File: src/rtl/sweep_counter_ctrl.sv
// Triangle-sweep sequencer: drives an 8-bit count lo -> hi -> lo for a
// programmed number of sweeps, with optional dwell at each turning point.
module sweep_counter_ctrl #(
  parameter int WIDTH   = 8,
  parameter int CYC_W   = 4,
  parameter int DWELL_W = 4
) (
  input  logic               clk,
  input  logic               reset,
  input  logic               start,
  input  logic               abort,
  input  logic [WIDTH-1:0]   lo_lim,
  input  logic [WIDTH-1:0]   hi_lim,
  input  logic [CYC_W-1:0]   num_sweeps,
  input  logic [DWELL_W-1:0] dwell,
  output logic [WIDTH-1:0]   out,
  output logic               up_down,
  output logic               busy,
  output logic               done,
  output logic               err,
  output logic [2:0]         state_dbg
);

  // Handshake: start is honoured only in IDLE; busy rises on the edge that
  // accepts it and falls on the edge that pulses done (or on abort).
  typedef enum logic [2:0] {
    S_IDLE     = 3'd0,
    S_UP       = 3'd1,
    S_DWELL_HI = 3'd2,
    S_DOWN     = 3'd3,
    S_DWELL_LO = 3'd4
  } state_t;

  state_t             state_q, state_d;
  logic [WIDTH-1:0]   out_q, out_d;
  logic               up_q, up_d;
  logic               done_q, done_d;
  logic               err_q, err_d;
  logic [WIDTH-1:0]   lo_q, lo_d;
  logic [WIDTH-1:0]   hi_q, hi_d;
  logic [CYC_W-1:0]   nsw_q, nsw_d;
  logic [DWELL_W-1:0] dwell_q, dwell_d;
  logic [CYC_W-1:0]   sweep_q, sweep_d;
  logic [DWELL_W-1:0] dcnt_q, dcnt_d;

  always_ff @(posedge clk) begin
    if (reset) begin
      state_q <= S_IDLE;
      out_q   <= '0;
      up_q    <= 1'b1;
      done_q  <= 1'b0;
      err_q   <= 1'b0;
      lo_q    <= '0;
      hi_q    <= '0;
      nsw_q   <= '0;
      dwell_q <= '0;
      sweep_q <= '0;
      dcnt_q  <= '0;
    end else begin
      state_q <= state_d;
      out_q   <= out_d;
      up_q    <= up_d;
      done_q  <= done_d;
      err_q   <= err_d;
      lo_q    <= lo_d;
      hi_q    <= hi_d;
      nsw_q   <= nsw_d;
      dwell_q <= dwell_d;
      sweep_q <= sweep_d;
      dcnt_q  <= dcnt_d;
    end
  end

  always_comb begin
    state_d = state_q;
    out_d   = out_q;
    up_d    = up_q;
    done_d  = 1'b0;
    err_d   = 1'b0;
    lo_d    = lo_q;
    hi_d    = hi_q;
    nsw_d   = nsw_q;
    dwell_d = dwell_q;
    sweep_d = sweep_q;
    dcnt_d  = dcnt_q;

    case (state_q)
      S_IDLE: begin
        if (start) begin
          if ((lo_lim < hi_lim) && (num_sweeps != '0)) begin
            lo_d    = lo_lim;
            hi_d    = hi_lim;
            nsw_d   = num_sweeps;
            dwell_d = dwell;
            out_d   = lo_lim;
            up_d    = 1'b1;
            sweep_d = '0;
            dcnt_d  = '0;
            state_d = S_UP;
          end else begin
            err_d = 1'b1;
          end
        end
      end
      S_UP: begin
        out_d = out_q + WIDTH'(1);
        // lo < hi guarantees hi >= 1, so hi-1 cannot underflow.
        if (out_q == hi_q - WIDTH'(1)) begin
          up_d    = 1'b0;
          dcnt_d  = '0;
          state_d = (dwell_q == '0) ? S_DOWN : S_DWELL_HI;
        end
      end
      S_DWELL_HI: begin
        if (dcnt_q == dwell_q - DWELL_W'(1)) begin
          dcnt_d  = '0;
          state_d = S_DOWN;
        end else begin
          dcnt_d = dcnt_q + DWELL_W'(1);
        end
      end
      S_DOWN: begin
        out_d = out_q - WIDTH'(1);
        if (out_q == lo_q + WIDTH'(1)) begin
          sweep_d = sweep_q + CYC_W'(1);
          dcnt_d  = '0;
          if (sweep_q + CYC_W'(1) == nsw_q) begin
            done_d  = 1'b1;
            state_d = S_IDLE;
          end else begin
            up_d    = 1'b1;
            state_d = (dwell_q == '0) ? S_UP : S_DWELL_LO;
          end
        end
      end
      S_DWELL_LO: begin
        if (dcnt_q == dwell_q - DWELL_W'(1)) begin
          dcnt_d  = '0;
          state_d = S_UP;
        end else begin
          dcnt_d = dcnt_q + DWELL_W'(1);
        end
      end
      default: state_d = S_IDLE;
    endcase

    // Abort overrides everything: freeze count/direction, drop to IDLE.
    if (abort) begin
      state_d = S_IDLE;
      out_d   = out_q;
      up_d    = up_q;
      done_d  = 1'b0;
      err_d   = 1'b0;
      lo_d    = lo_q;
      hi_d    = hi_q;
      nsw_d   = nsw_q;
      dwell_d = dwell_q;
      sweep_d = sweep_q;
      dcnt_d  = dcnt_q;
    end
  end

  assign out       = out_q;
  assign up_down   = up_q;
  assign busy      = (state_q != S_IDLE);
  assign done      = done_q;
  assign err       = err_q;
  assign state_dbg = state_q;

endmodule
File: config.mk
export PLATFORM = sky130hd
export DESIGN_NAME = sweep_counter_ctrl
export DESIGN_NICKNAME = d
export VERILOG_FILES = /design/src/rtl/sweep_counter_ctrl.sv
export SDC_FILE = /design/constraint.sdc
export NUM_CORES = 1
export LEC_CHECK = 0
export BUFFER_PORTS_ARGS = -buffer_cell sky130_fd_sc_hd__buf_2
export CORE_MARGIN = 10
export CORE_UTILIZATION = 50
export DETAILED_ROUTE_END_ITERATION = 8
export PLACE_DENSITY = 0.71
export SLEW_MARGIN = 40
export SYNTH_ARGS = -nofsm -noshare
export SYNTH_HDL_FRONTEND = slang
export SYNTH_SLANG_ARGS = --single-unit
File: constraint.sdc
create_clock -name clk -period 3.23 [get_ports clk]
set_clock_uncertainty 0.1 [all_clocks]
set_input_delay 0.323 -clock clk [delete_from_list [all_inputs] [get_ports clk]]
set_output_delay 0.323 -clock clk [all_outputs]
set_load 0.005 [all_outputs]
======== After elaboration in Yosys (flattened, before gate mapping) ========
Cells that the tools add are included.
operators by class
  reductions and logical operators ........ 18
  muxes and demuxes ....................... 29
  add/sub/neg operators ................... 7
  equal/unequal tests ..................... 15
  bitwise logic cells ..................... 5
  magnitude comparators ................... 1
operators with widths
  cell                 number
  $mux 3               8
  $mux 4               6
  $pmux 8 s3           1
  $add 8x1->8 const B  2
  $eq 8x8->1           2
  $mux 8               2
  $pmux 4 s4           1
  $sub 8x1->8 const B  2
  $pmux 3 s5           1
  $ne 2x2->1 const B   7
  $reduce_and 6->1     2
  $add 4x1->4 const B  2
  $eq 4x4->1           2
  $lt 8x8->1           1
  $mux 1               8
  $pmux 4 s2           1
  $reduce_and 4->1     2
  $reduce_bool 4->1    2
  $reduce_or 4->1      2
  $reduce_and 7->1     1
  $eq 3x2->1 const B   2
  $reduce_bool 3->1    2
  $not 1->1            5
  $reduce_and 5->1     1
  9 further kinds      10
word-level totals
  output and inout bits ................... 15
  bits in registers ....................... 46
  word-level logic and storage cells ...... 86

======== Depth between registers and ports, before layout ========
  word-level depth ........................ 5
  gate-level depth with buffers ........... 11
  gate-level depth less buffers ........... 11

======== Least setup slack after synthesis ========
Ideal clock, no wire load.
  kind .................................... reg-to-reg
  start ................................... register state_q[0], in the netlist state_dbg[0]
  end ..................................... register out_q[7], in the netlist out[7]
  period minus slack after synthesis ...... 2,666 ps
  library setup time ...................... 92 ps
  data required time ...................... 3,038 ps
  stages on the path, launching flop included .. 12
  slack ................................... 564 ps
  path buffers ............................ 0
  arrival ................................. 2,474 ps
  path through ............................ dfxtp_1 nor2b_1 nand2_1 inv_1 ha_1 a21oi_1 o211ai_1 a2111oi_0 nor3_1 xnor2_1 o31a_1 o32ai_1
on the way
  word-level cells in the longest chain between the ends .. 3
  elaborated cells between the ends (all ways) .. 8
  those cells by class .................... eq/ne (4); mux (1); reduce/logical (3)
RTL lines
  what                                                              line  text
  start, declared                                                   34    state_t state_q, state_d;
  start signal, assigned                                            60    state_q <= state_d;
  $eq 3x2->1 (tied with other cells)                                87    case (state_q)
  $reduce_bool 3->1 (no line) / $ne 2x2->1 (equally long branches)  n/a
  $reduce_and 4->1 (no line)                                        n/a
  end signal, assigned                                              61    out_q <= out_d;
  end, declared                                                     35    logic [WIDTH-1:0] out_q, out_d;
Parallel ways exist; a longest one is shown, timed or not.
A chain may end at the register's enable or synchronous reset.

======== Final worst setup path ========
Same ends and word-level chain as after synthesis.

==> impl_metrics.tcl <==
set metrics [dict create \
    via_per_inst 5.61 \
    switching_share_pct 29.3 \
    finalSetupViolations 0 \
    worst-setup-path-type "reg2reg" \
    ir_worst_vdd_uv 198 \
    die_x_um 97.9 \
    period_share_pct 89.9 \
    syn-num-nets 399 \
    drive_gt1_share_pct 16.8 \
    final_nets 441 \
    p_per_area_mw_per_mm2 385 \
    final_cell_mix "dfxtp_1 (46), nor2_1 (45), buf_2 (42)" \
    drc 0 \
    ys_seq_area_share_pct 30.4 \
    netlist_top_cells_area "dfxtp_1 (30%), mux2i_1 (9.6%), ha_1 (7.8%)" \
    cts_tree "done" \
    area_growth_pct 13.0 \
    synth_enable_flop_cells 0 \
    rsz0062_at_grt "no" \
    synth_seq_cells 46 \
    cp_cell_sequence "nor2b_2, nand2_1, inv_1, ha_1, a21oi_1, o211ai_1, a2111oi_2, nor3_1, xnor2_1, o31a_1, o32ai_1" \
    grt_pass1_vias 2642 \
    slew_viol_final 0 \
    critPathLaunchType "flip-flop" \
    worst_setup_path_end_kind "flip-flop" \
    insertion_delay_ps 300 \
    run_status "complete, no violations" \
    antenna_found_initial 0 \
    ant_nets 0 \
    totalPowerFinal_mw 1.32 \
    power_frac_comb_pct 19.1 \
    n_antenna_cell 0 \
    syn_area_per_cell_um2 8.64 \
    finalSetupTns_ps 0 \
    worstPathBufferInverterCount 1 \
    arrival_ps 3010 \
    required_ps 3340 \
    ctsHoldBuffers 0 \
    yosysTopAreaCell "dfxtp_1" \
    portBuffers 42 \
    htree_levels 2 \
    grt-ovfl-total 0 \
    io-pin-count 43 \
    wl_per_cell_um 15.6 \
    async_flop_share_pct 0 \
    cts_made_buffers 5 \
    netlist_instances 351 \
    hp-class "in2reg" \
    synth_ff_type "dfxtp_1" \
    power_frac_seq_pct 47.2 \
    slew_headroom_pct 54.8 \
    clk_pin_slew_ps 90 \
    layout_commonest_cell "dfxtp_1" \
    grt_max_degree 23 \
    tightest_slew_ps 678 \
    core_area_mm2 0.00592 \
    cts_root_buf "clkbuf_8" \
    ys_types 56 \
    timing.fmax_mhz 345 \
    start_util_pct 51.2 \
    intPower_mw 0.933 \
    place_hpwl_um 5680 \
    die-height_um 97.9 \
    grtUsageTotal_pct 15.0 \
    power.share.clock_pct 33.7 \
    dr.pass1.iters 4 \
    cts.sinks 46 \
    clock_path_buffers 2 \
    power.switching_mw 0.387 \
    yosysWarnings 0 \
    drtIter0Drc 122 \
    critPathMaxStageDelay_ps 460 \
    rows 28 \
    cap_violations 0 \
    finalWirelength_um 7320 \
    hold_viol 0 \
    gp_congestion 0.887 \
    path_max_fanout 9 \
    fin_crit_ps 2900 \
    final_util_pct 57.9 \
    syn_area_mm2 0.00303 \
    vias 2629 \
    dieArea_mm2 0.00958 \
    cpMaxStageDelayCell "dfxtp_1" \
    grt_pass1_wl_um 12300 \
    crit_family "compound AO/OA/AOI/OAI gates" \
    yosysTopAreaCellShare_pct 30.4 \
    leakagePower_nw 1.57 \
]
## what timing repair did
action	4_1_cts	5_1_grt
endpoints found under the setup margin	0	2
buffers inserted	0	0
resized for setup	0	4
hold endpoints to repair	0	0
## power by group through the flow
stage / combinational (mW) / clock, mW / sequential, mW
2_1_floorplan: 0.186 / 0 / 0.626
3_3_place_gp: 0.247 / 0 / 0.634
3_5_place_dp: 0.253 / 0 / 0.635
4_1_cts: 0.254 / 0.453 / 0.622
5_1_grt: 0.282 / 0.475 / 0.626
6_report: 0.253 / 0.444 / 0.623
## cell families after synthesis
kind of cell               synth area share [%]
buffers and inverters                      5.03
AOI/OAI and AO/OA                          15.8
DFF                                        30.4
muxes                                      9.57
xor gates and xnor gates                   10.4
adders and majority gates                  8.50
and+or+nand+nor                            20.3
## worst register-to-register path: stages (launching register included)
cell and delay, ps:
dfxtp_1 460, nor2b_2 250, nand2_1 140, inv_1 200, ha_1 260, a21oi_1 180
o211ai_1 140, a2111oi_2 330, nor3_1 120, xnor2_1 150, o31a_1 240, o32ai_1 230
## path summary, 6_finish.rpt
path         slack (ps)  cells past startpoint         start          to
max                 330                     11  state_dbg[0]      out[7]
min                 150                      3      dwell[0]  dwell_q[0]
max reg2reg         330                     11  state_dbg[0]      out[7]
min reg2reg         400                      1    sweep_q[3]  sweep_q[3]
## cells in the mapped netlist (3+ instances only)
master	instances
dfxtp_1	46
and3_1	3
xor2_1	10
nand4_1	4
nor2_1	45
nor4_1	3
nand2_1	21
a211oi_1	3
o21ai_1	3
nand2b_1	6
a21oi_1	15
mux2i_1	29
clkbuf_1	5
inv_1	24
buf_2	3
nor3_1	10
xnor2_1	26
a31oi_1	5
o21ai_0	10
a21o_1	4
nor2b_1	6
ha_1	19
nand3_1	7
## area by class of cell
type                       instances  area [um^2]
clock buffer                       5         68.8
clock inverter                     3         45.0
fill                             536         2490
inverter                          24         90.1
multi-input combinational        270         1970
sequential                        46          921
tap                               75         93.8
timing repair buffer              46          240
## sequential cells by signal, summed over array words and instances (netlist names)
signal	flops
state_dbg	3
dcnt_q	4
dwell_q	4
done	1
up_down	1
sweep_q	4
lo_q	8
nsw_q	4
hi_q	8
out	8
err	1
## routing by layer
metal / track usage (%) / wire length [um] / vias to the layer above
li1: - / - / 1313
met1: 19.6 / 3510 / 1235
met2: 23.4 / 3290 / 73
met3: 4.09 / 446 / 8
met4: 4.14 / 77 / 0
met5: 0 / 0 / -
## stage by stage
stage / std cells / worst slack (ps) / hold WS [ps] / instance area, um^2
floorplan: 351 / 564 / 349 / 3030
global placement: 461 / 371 / 372 / 3300
detailed placement: 461 / 212 / 388 / 3300
CTS: 469 / 195 / 155 / 3420
global route: 469 / 53.2 / 160 / 3430
finish: 469 / 328 / 153 / 3430
No activity file was read; power rests on OpenSTA's default activity.
